--- src/rtl/sr_debounce_cmd.sv ---
// rtl/sr_debounce_cmd.sv - synchronise, debounce and edge-detect two buttons into S/R command pulses

// One button channel: two-flop synchroniser, consecutive-sample debounce
// counter and rising-edge detector on the debounced level.
module sr_debounce_chan #(
    parameter int DEBOUNCE_CYCLES = 4,
    parameter int CNT_W           = 16
) (
    input  logic i_Clk,
    input  logic i_Rst,
    input  logic i_Raw,
    output logic o_Lvl,
    output logic o_Rise
);

    // Last count value before the level is allowed to flip.
    localparam logic [CNT_W-1:0] CNT_LAST = CNT_W'(DEBOUNCE_CYCLES - 1);

    logic             sync1_q;
    logic             sync2_q;
    logic [CNT_W-1:0] cnt_q;
    logic [CNT_W-1:0] cnt_d;
    logic             lvl_q;
    logic             lvl_d;
    logic             lvl_prev_q;

    // Two-flop synchroniser; the raw button is asynchronous to i_Clk.
    always_ff @(posedge i_Clk) begin
        if (i_Rst) begin
            sync1_q <= 1'b0;
            sync2_q <= 1'b0;
        end else begin
            sync1_q <= i_Raw;
            sync2_q <= sync1_q;
        end
    end

    // Qualification: the synchronised sample must disagree with the level
    // for DEBOUNCE_CYCLES consecutive cycles; any agreeing sample restarts it.
    always_comb begin
        cnt_d = cnt_q;
        lvl_d = lvl_q;
        if (sync2_q == lvl_q) begin
            cnt_d = '0;
        end else if (cnt_q == CNT_LAST) begin
            lvl_d = sync2_q;
            cnt_d = '0;
        end else begin
            cnt_d = cnt_q + CNT_W'(1);
        end
    end

    // Counter, debounced level and its one-cycle delayed copy.
    always_ff @(posedge i_Clk) begin
        if (i_Rst) begin
            cnt_q      <= '0;
            lvl_q      <= 1'b0;
            lvl_prev_q <= 1'b0;
        end else begin
            cnt_q      <= cnt_d;
            lvl_q      <= lvl_d;
            lvl_prev_q <= lvl_q;
        end
    end

    // Only presses (0->1 of the debounced level) generate a command.
    assign o_Lvl  = lvl_q;
    assign o_Rise = lvl_q & ~lvl_prev_q;

endmodule

// Top: two independent channels feeding a registered command stage that
// never forwards S and R together and flags simultaneous presses instead.
module sr_debounce_cmd #(
    parameter int DEBOUNCE_CYCLES = 4,
    parameter int CNT_W           = 16
) (
    input  logic i_Clk,
    input  logic i_Rst,
    input  logic i_Set_Btn,
    input  logic i_Rst_Btn,
    output logic o_S,
    output logic o_R,
    output logic o_Set_Lvl,
    output logic o_Rst_Lvl,
    output logic o_Conflict
);

    logic rise_set;
    logic rise_rst;
    logic s_q;
    logic s_d;
    logic r_q;
    logic r_d;
    logic conflict_q;
    logic conflict_d;

    sr_debounce_chan #(
        .DEBOUNCE_CYCLES(DEBOUNCE_CYCLES),
        .CNT_W          (CNT_W)
    ) u_set_chan (
        .i_Clk (i_Clk),
        .i_Rst (i_Rst),
        .i_Raw (i_Set_Btn),
        .o_Lvl (o_Set_Lvl),
        .o_Rise(rise_set)
    );

    sr_debounce_chan #(
        .DEBOUNCE_CYCLES(DEBOUNCE_CYCLES),
        .CNT_W          (CNT_W)
    ) u_rst_chan (
        .i_Clk (i_Clk),
        .i_Rst (i_Rst),
        .i_Raw (i_Rst_Btn),
        .o_Lvl (o_Rst_Lvl),
        .o_Rise(rise_rst)
    );

    // Command decode: a lone rise becomes a command, a coincident pair
    // becomes a conflict so the flip-flop never sees S=R=1.
    always_comb begin
        s_d        = rise_set & ~rise_rst;
        r_d        = rise_rst & ~rise_set;
        conflict_d = rise_set & rise_rst;
    end

    // Registered command outputs.
    always_ff @(posedge i_Clk) begin
        if (i_Rst) begin
            s_q        <= 1'b0;
            r_q        <= 1'b0;
            conflict_q <= 1'b0;
        end else begin
            s_q        <= s_d;
            r_q        <= r_d;
            conflict_q <= conflict_d;
        end
    end

    assign o_S        = s_q;
    assign o_R        = r_q;
    assign o_Conflict = conflict_q;

endmodule
--- config.mk ---
export PLATFORM = sky130hd
export DESIGN_NAME = sr_debounce_cmd
export DESIGN_NICKNAME = d
export VERILOG_FILES = /design/src/rtl/sr_debounce_cmd.sv
export SDC_FILE = /design/constraint.sdc
export NUM_CORES = 1
export LEC_CHECK = 0
export CAP_MARGIN = 25
export CORE_ASPECT_RATIO = 0.9
export CORE_MARGIN = 2
export CORE_UTILIZATION = 30
export DETAILED_ROUTE_END_ITERATION = 10
export HOLD_SLACK_MARGIN = 0.02
export SYNTH_ARGS = -nofsm -noshare
export SYNTH_HDL_FRONTEND = slang
export SYNTH_SLANG_ARGS = --single-unit
--- constraint.sdc ---
create_clock -name i_Clk -period 2 [get_ports i_Clk]
set_input_delay 0.4 -clock i_Clk [delete_from_list [all_inputs] [get_ports i_Clk]]
set_output_delay 0.4 -clock i_Clk [all_outputs]
set_load 0.01 [all_outputs]
==> impl_metrics.csv, run 1 <==
group,metric,value,unit
cells_and_area,antenna_cells,0,
timing,finalSetupTns,0,ns
timing,rsz0062_at_grt,"false",
critical_path,cp.arrival,2.09,ns
critical_path,cp-start-kind,"register",
cells_and_area,layout-drive-gt1-share,5.83,%
drt,drt-pass1-iter-count,4,
yosys,syn-num-nets,197,
timing,finClkSkew,0.00886,ns
cells_and_area,largestRegisters,"u_rst_chan.cnt_q (16), u_set_chan.cnt_q (16)",
global_route,track_usage,10.7,%
yosys,synth_top_area_share,49.6,%
global_route,grt_remaining_overflow,0,
timing,finalHoldViolCount,0,
drt,drt_iter0_drc,61,
power_and_ir_drop,cellPowerDensity,709,mW/mm^2
job,cap_violations,0,
cells_and_area,synthToLayoutAreaGrowth,14.7,%
timing,setup_viol,0,
floorplan,core_area,0.00563,mm^2
yosys,synth_seq_area_share,49.6,%
floorplan,std_cell_rows,26,
hold_path,hold_path.class,"register to register",
timing,period_needed,1.87,ns
yosys,synth-seq-cells,43,
yosys,synth_cell_type_count,25,
run_status,status,"finished, final reports clean",
place,placed_cells,268,
clocking,clkSinkCount,43,
critical_path,path_max_fanout,5,
power_and_ir_drop,internal-power,1.11,mW
place,place_area,0.00191,mm^2
clocking,cts_hold_buf,0,
place,place_congestion,0.738,
power_and_ir_drop,p_leak,0.593,nW
drt,avgRoutedWirePerCell,10.9,um
clocking,htreeDepth,2,
cells_and_area,layout.nets,211,
timing,slew_violations,0,
timing,slew-limit-headroom,66.4,%
yosys,postSynthCellCount,191,
cells_and_area,n_fill_cell,588,
cells_and_area,stdcell_area,0.00199,mm^2
power_and_ir_drop,vdd_ir_drop_max,0.000374,V
timing,tightest_slew,0.503,ns
clocking,clockRootBuffer,"clkbuf_8",
timing,max_freq,0.535,GHz
floorplan,die_w,84.2,um
clocking,cts_tree,"built",
drt,drtAntennaViolNets,0,
cells_and_area,fin_util,35.4,%
yosys,syn_avg_cell_area,9.09,um^2
place,io_buffer_count,8,
global_route,antenna_found_initial,0,
yosys,async_flop_share,0,%
yosys,synth_edf_count,0,
drt,via_per_inst,4.63,
drt,totalWireLength,3020,um
timing,fin_crit_sh,93.5,%
critical_path,rrSetupSlack,0.13,ns
clocking,postCtsSetupRepairBufs,0,
yosys,synth.area.top_cells,"dfxtp_1 50%, xnor2_1 12%, nor2_1 8.2%",
drt,via_count,1278,
clocking,insertion_delay,0.30,ns
floorplan,io_pins,9,
power_and_ir_drop,clockPowerShare,37.4,%
power_and_ir_drop,p_comb_share,1.5,%
timing,hold_slack,0.443,ns
floorplan,die_h,76.2,um
yosys,post-synth-top-area-cell,"dfxtp_1",
critical_path,cp-end-kind,"register",
power_and_ir_drop,power_switching_share,21.4,%
yosys,synth_area,0.00174,mm^2
global_route,grt_pass1_vias,1246,
global_route,grt_max_degree,16,
critical_path,worstPathRequired,2.22,ns
drt,drcViolationCount,0,
yosys,netlist_top_cells_count,"43 x dfxtp_1, 38 x nor2_1, 24 x xnor2_1, 11 x nand3_1",
clocking,clockBufferDepth,2,
clocking,numCtsBuffers,5,
place,dpl.hpwl,2050,um
cells_and_area,final_cells,276,
critical_path,crit_type,"register to register",
global_route,grt_pass1_wl,5590,um
floorplan,dieArea,0.00641,mm^2
yosys,ys_warn_count,0,
yosys,synth_flop_cell,"dfxtp_1",
power_and_ir_drop,seqPwrFrac,61.1,%
power_and_ir_drop,power_switching,301,uW
yosys,synth.most_common_cell,"dfxtp_1",
floorplan,initial_core_util,30.9,%
clocking,ctsResizeCount,0,
clocking,path_clk_slew,0.08,ns
-- stage by stage --
step | power [mW] | setup WS [ns]
floorplan | 0.894 | 0.323
global placement | 0.904 | 0.244
detailed placement | 0.905 | 0.183
CTS | 1.44 | 0.150
global route | 1.48 | 0.00299
finish | 1.41 | 0.130
-- placed cells by master (no fill, tap or decap), drive strengths merged, types with 3 or more instances in the layout --
cell type	count
nor3	10
nand2	9
dfxtp	43
nor2b	7
xor2	4
xnor2	24
nor4	10
nand3	12
clkinv	3
inv	4
nor2	38
clkdlybuf4s50	8
clkbuf	5
nand4	8
-- layer usage --
metal  routed length, um  share of wire (%)  global-route usage, %
met1                1660                 55                   14.7
met2                1200                 40                   15.2
met3                  97                3.2                   3.25
met4                  63                2.1                   4.84
met5                   0                  0                      0
-- worst max-delay path: stages (launching register included) --
cell     delay (ns)
dfxtp_1        0.40
ha_1           0.29
nand2_1        0.12
or4_1          0.53
or3_1          0.32
a21oi_1        0.14
-- area by class of cell --
cell class / instances / area, um^2 / area share (%)
Clock buffer: 5 / 68.8 / 3.45
Clock inverter: 3 / 15.0 / 0.754
Inverter: 4 / 15.0 / 0.754
Multi-Input combinational cell: 141 / 850 / 42.7
Sequential cell: 43 / 861 / 43.2
Tap cell: 70 / 87.6 / 4.40
Timing Repair Buffer: 10 / 95.1 / 4.77
-- power groups by stage --
stage	logic (mW)	registers [mW]	clock network, mW
floorplan	0.0115	0.883	0
global placement	0.0215	0.883	0
detailed placement	0.0216	0.883	0
CTS	0.0217	0.863	0.552
global route	0.0243	0.864	0.588
finish	0.0212	0.863	0.528
-- final timing paths --
path | start | to | cells past startpoint
worst max-delay path | u_rst_chan.cnt_q[0] | u_rst_chan.cnt_q[14] | 5
worst min register to register | u_set_chan.sync1_q | u_set_chan.sync2_q | 1
worst min-delay path | u_set_chan.sync1_q | u_set_chan.sync2_q | 1
worst max register to register | u_rst_chan.cnt_q[0] | u_rst_chan.cnt_q[14] | 5
-- cells by family after synthesis --
group,Yosys count,synth area share (%)
xor+xnor,28,14.1
buf+inv,7,1.51
mux,2,1.15
compound gates,4,1.15
simple gates,105,31.1
flops,43,49.6
fa+ha+maj,2,1.44
(Power assumes the default switching activity.)
==> run 2: changes to the inputs <==
--- a/config.mk
+++ b/config.mk
@@ -11,6 +11,7 @@
 export CORE_UTILIZATION = 30
 export DETAILED_ROUTE_END_ITERATION = 10
 export HOLD_SLACK_MARGIN = 0.02
+export SETUP_SLACK_MARGIN = 0.5
 export SYNTH_ARGS = -nofsm -noshare
 export SYNTH_HDL_FRONTEND = slang
 export SYNTH_SLANG_ARGS = --single-unit
==> constraint.sdc (replaced) <==
create_clock -name i_Clk -period 2 [get_ports i_Clk]
set_input_delay 0.4 -clock i_Clk [delete_from_list [all_inputs] [get_ports i_Clk]]
set_output_delay 0.4 -clock i_Clk [all_outputs]
set_load 0.005 [all_outputs]
==> run 2 against run 1 <==
Clock skew is 0.0046 ns lower. Critical path type unchanged. Clock power is 12% higher. Sequential power is 1% lower. Core utilization increased by 4.0 points. Final cell count rose by 4.0%. Largest cell class is now multi-input combinational cells. Critical path depth did not move. Count of clock-buffer cells in the layout is the same.
==> impl_metrics.csv, run 2 (synthesis results as in run 1) <==
group,metric,value,unit
timing,fin_crit_sh,79.2,%
critical_path,crit_type,"register to register",
critical_path,worstPathRequired,2.25,ns
place,place_congestion,0.759,
job,cap_violations,0,
clocking,insertion_delay,0.30,ns
timing,finClkSkew,0.00431,ns
power_and_ir_drop,power,1.47,mW
timing,finalHoldViolCount,0,
global_route,grt_remaining_overflow,0,
drt,totalWireLength,3310,um
drt,drt-pass1-iter-count,4,
timing,tightest_slew,0.326,ns
power_and_ir_drop,power_switching_share,23.4,%
power_and_ir_drop,cellPowerDensity,662,mW/mm^2
global_route,grt_pass1_wl,6000,um
global_route,antenna_found_initial,0,
timing,max_freq,0.632,GHz
cells_and_area,final_cell_mix,"38 x nor2_1, 27 x dfxtp_1, 24 x xnor2_1",
critical_path,cp-end-kind,"register",
global_route,track_usage,11.7,%
power_and_ir_drop,vdd_ir_drop_max,0.000439,V
critical_path,cp.arrival,1.83,ns
clocking,numCtsBuffers,5,
power_and_ir_drop,p_comb_share,1.8,%
clocking,cts_tree,"built",
timing,slew_violations,0,
floorplan,die_h,76.2,um
timing,fin_ws,0.417,ns
timing,slew-limit-headroom,78.1,%
global_route,grt_pass1_vias,1387,
cells_and_area,layout.nets,222,
clocking,cts_hold_buf,0,
power_and_ir_drop,p_leak,0.689,nW
floorplan,initial_core_util,30.9,%
cells_and_area,n_fill_cell,551,
critical_path,cp-start-kind,"register",
timing,finalSetupTns,0,ns
cells_and_area,layout-drive-gt1-share,24.4,%
cells_and_area,final_common_cell,"nor2_1",
drt,drcViolationCount,0,
drt,avgRoutedWirePerCell,11.5,um
cells_and_area,antenna_cells,0,
global_route,grt_max_degree,17,
place,post-place-ws,0.353,ns
clocking,clockRootBuffer,"clkbuf_8",
timing,period_needed,1.58,ns
clocking,clockBufferDepth,2,
timing,setup_viol,0,
hold_path,hold_path.class,"register to register",
run_status,status,"finished, final reports clean",
drt,drtAntennaViolNets,0,
clocking,clkSinkCount,43,
place,dpl.hpwl,2090,um
critical_path,path_max_fanout,4,
drt,via_count,1355,
cells_and_area,synthToLayoutAreaGrowth,27.7,%
power_and_ir_drop,internal-power,1.12,mW
power_and_ir_drop,clockPowerShare,40.1,%
timing,rsz0062_at_grt,"true",
floorplan,io_pins,9,
drt,via_per_inst,4.72,
power_and_ir_drop,power_switching,345,uW
clocking,path_clk_slew,0.09,ns
floorplan,std_cell_rows,26,
clocking,htreeDepth,2,
cells_and_area,largestRegisters,"u_rst_chan.cnt_q (16), u_set_chan.cnt_q (16)",
floorplan,dieArea,0.00641,mm^2
power_and_ir_drop,seqPwrFrac,58.1,%
floorplan,core_area,0.00563,mm^2
floorplan,die_w,84.2,um
drt,drt_iter0_drc,36,
place,io_buffer_count,8,
run 2: final timing paths:
path | endpoint | depth (start not counted) | from | slack (ns)
setup / recovery | u_rst_chan.cnt_q[14] | 5 | u_rst_chan.cnt_q[1] | 0.42
hold / removal | u_set_chan.sync2_q | 1 | u_set_chan.sync1_q | 0.45
setup reg to reg | u_rst_chan.cnt_q[14] | 5 | u_rst_chan.cnt_q[1] | 0.42
hold reg to reg | u_set_chan.sync2_q | 1 | u_set_chan.sync1_q | 0.45
run 2: area by class of cell:
cell class / instances / area (um^2) / area share [%]
Multi-Input combinational cell: 141 / 943 / 42.5
Sequential cell: 43 / 898 / 40.5
Timing Repair Buffer: 21 / 179 / 8.07
Tap cell: 70 / 87.6 / 3.95
Clock buffer: 5 / 68.8 / 3.10
Clock inverter: 3 / 26.3 / 1.18
Inverter: 4 / 15.0 / 0.677
run 2: what timing repair did:
action | CTS | global route
pin swaps | 3 | 3
gates resized for setup | 21 | 14
endpoints found under the setup margin | 34 | 31
setup buffers | 8 | 2
run 2: power by group through the flow:
stage | combinational [mW] | sequential [mW] | clock [mW]
4_1_cts | 0.0259 | 0.855 | 0.613
2_1_floorplan | 0.0117 | 0.880 | 0
6_report | 0.0263 | 0.854 | 0.589
5_1_grt | 0.0299 | 0.855 | 0.650
3_5_place_dp | 0.0232 | 0.881 | 0
3_3_place_gp | 0.0229 | 0.881 | 0
run 2: metrics by stage:
step / hold slack [ns] / instances / utilization (%) / cell area [um^2]
6_report: 0.445 / 287 / 39.4 / 2220
2_1_floorplan: 0.414 / 191 / - / 1770
5_1_grt: 0.459 / 287 / 39.4 / 2220
3_3_place_gp: 0.421 / 269 / 34.6 / 1950
4_1_cts: 0.451 / 285 / 38.0 / 2140
3_5_place_dp: 0.431 / 269 / 34.6 / 1950
run 2: worst max-delay path: stages (launching register included):
cell and delay (ns):
dfxtp_4 0.38, ha_4 0.15, nand2_2 0.06, or4_4 0.48, or3_4 0.34, a21oi_2 0.12
run 2: layer usage:
| metal | vias up | GRT usage [%] | wire, um |
|---|---|---|---|
| li1 | 703 | - | - |
| met1 | 628 | 13.4 | 1550 |
| met2 | 17 | 19.3 | 1560 |
| met3 | 7 | 2.82 | 97 |
| met4 | 0 | 7.42 | 92 |
| met5 | - | 0 | 0 |
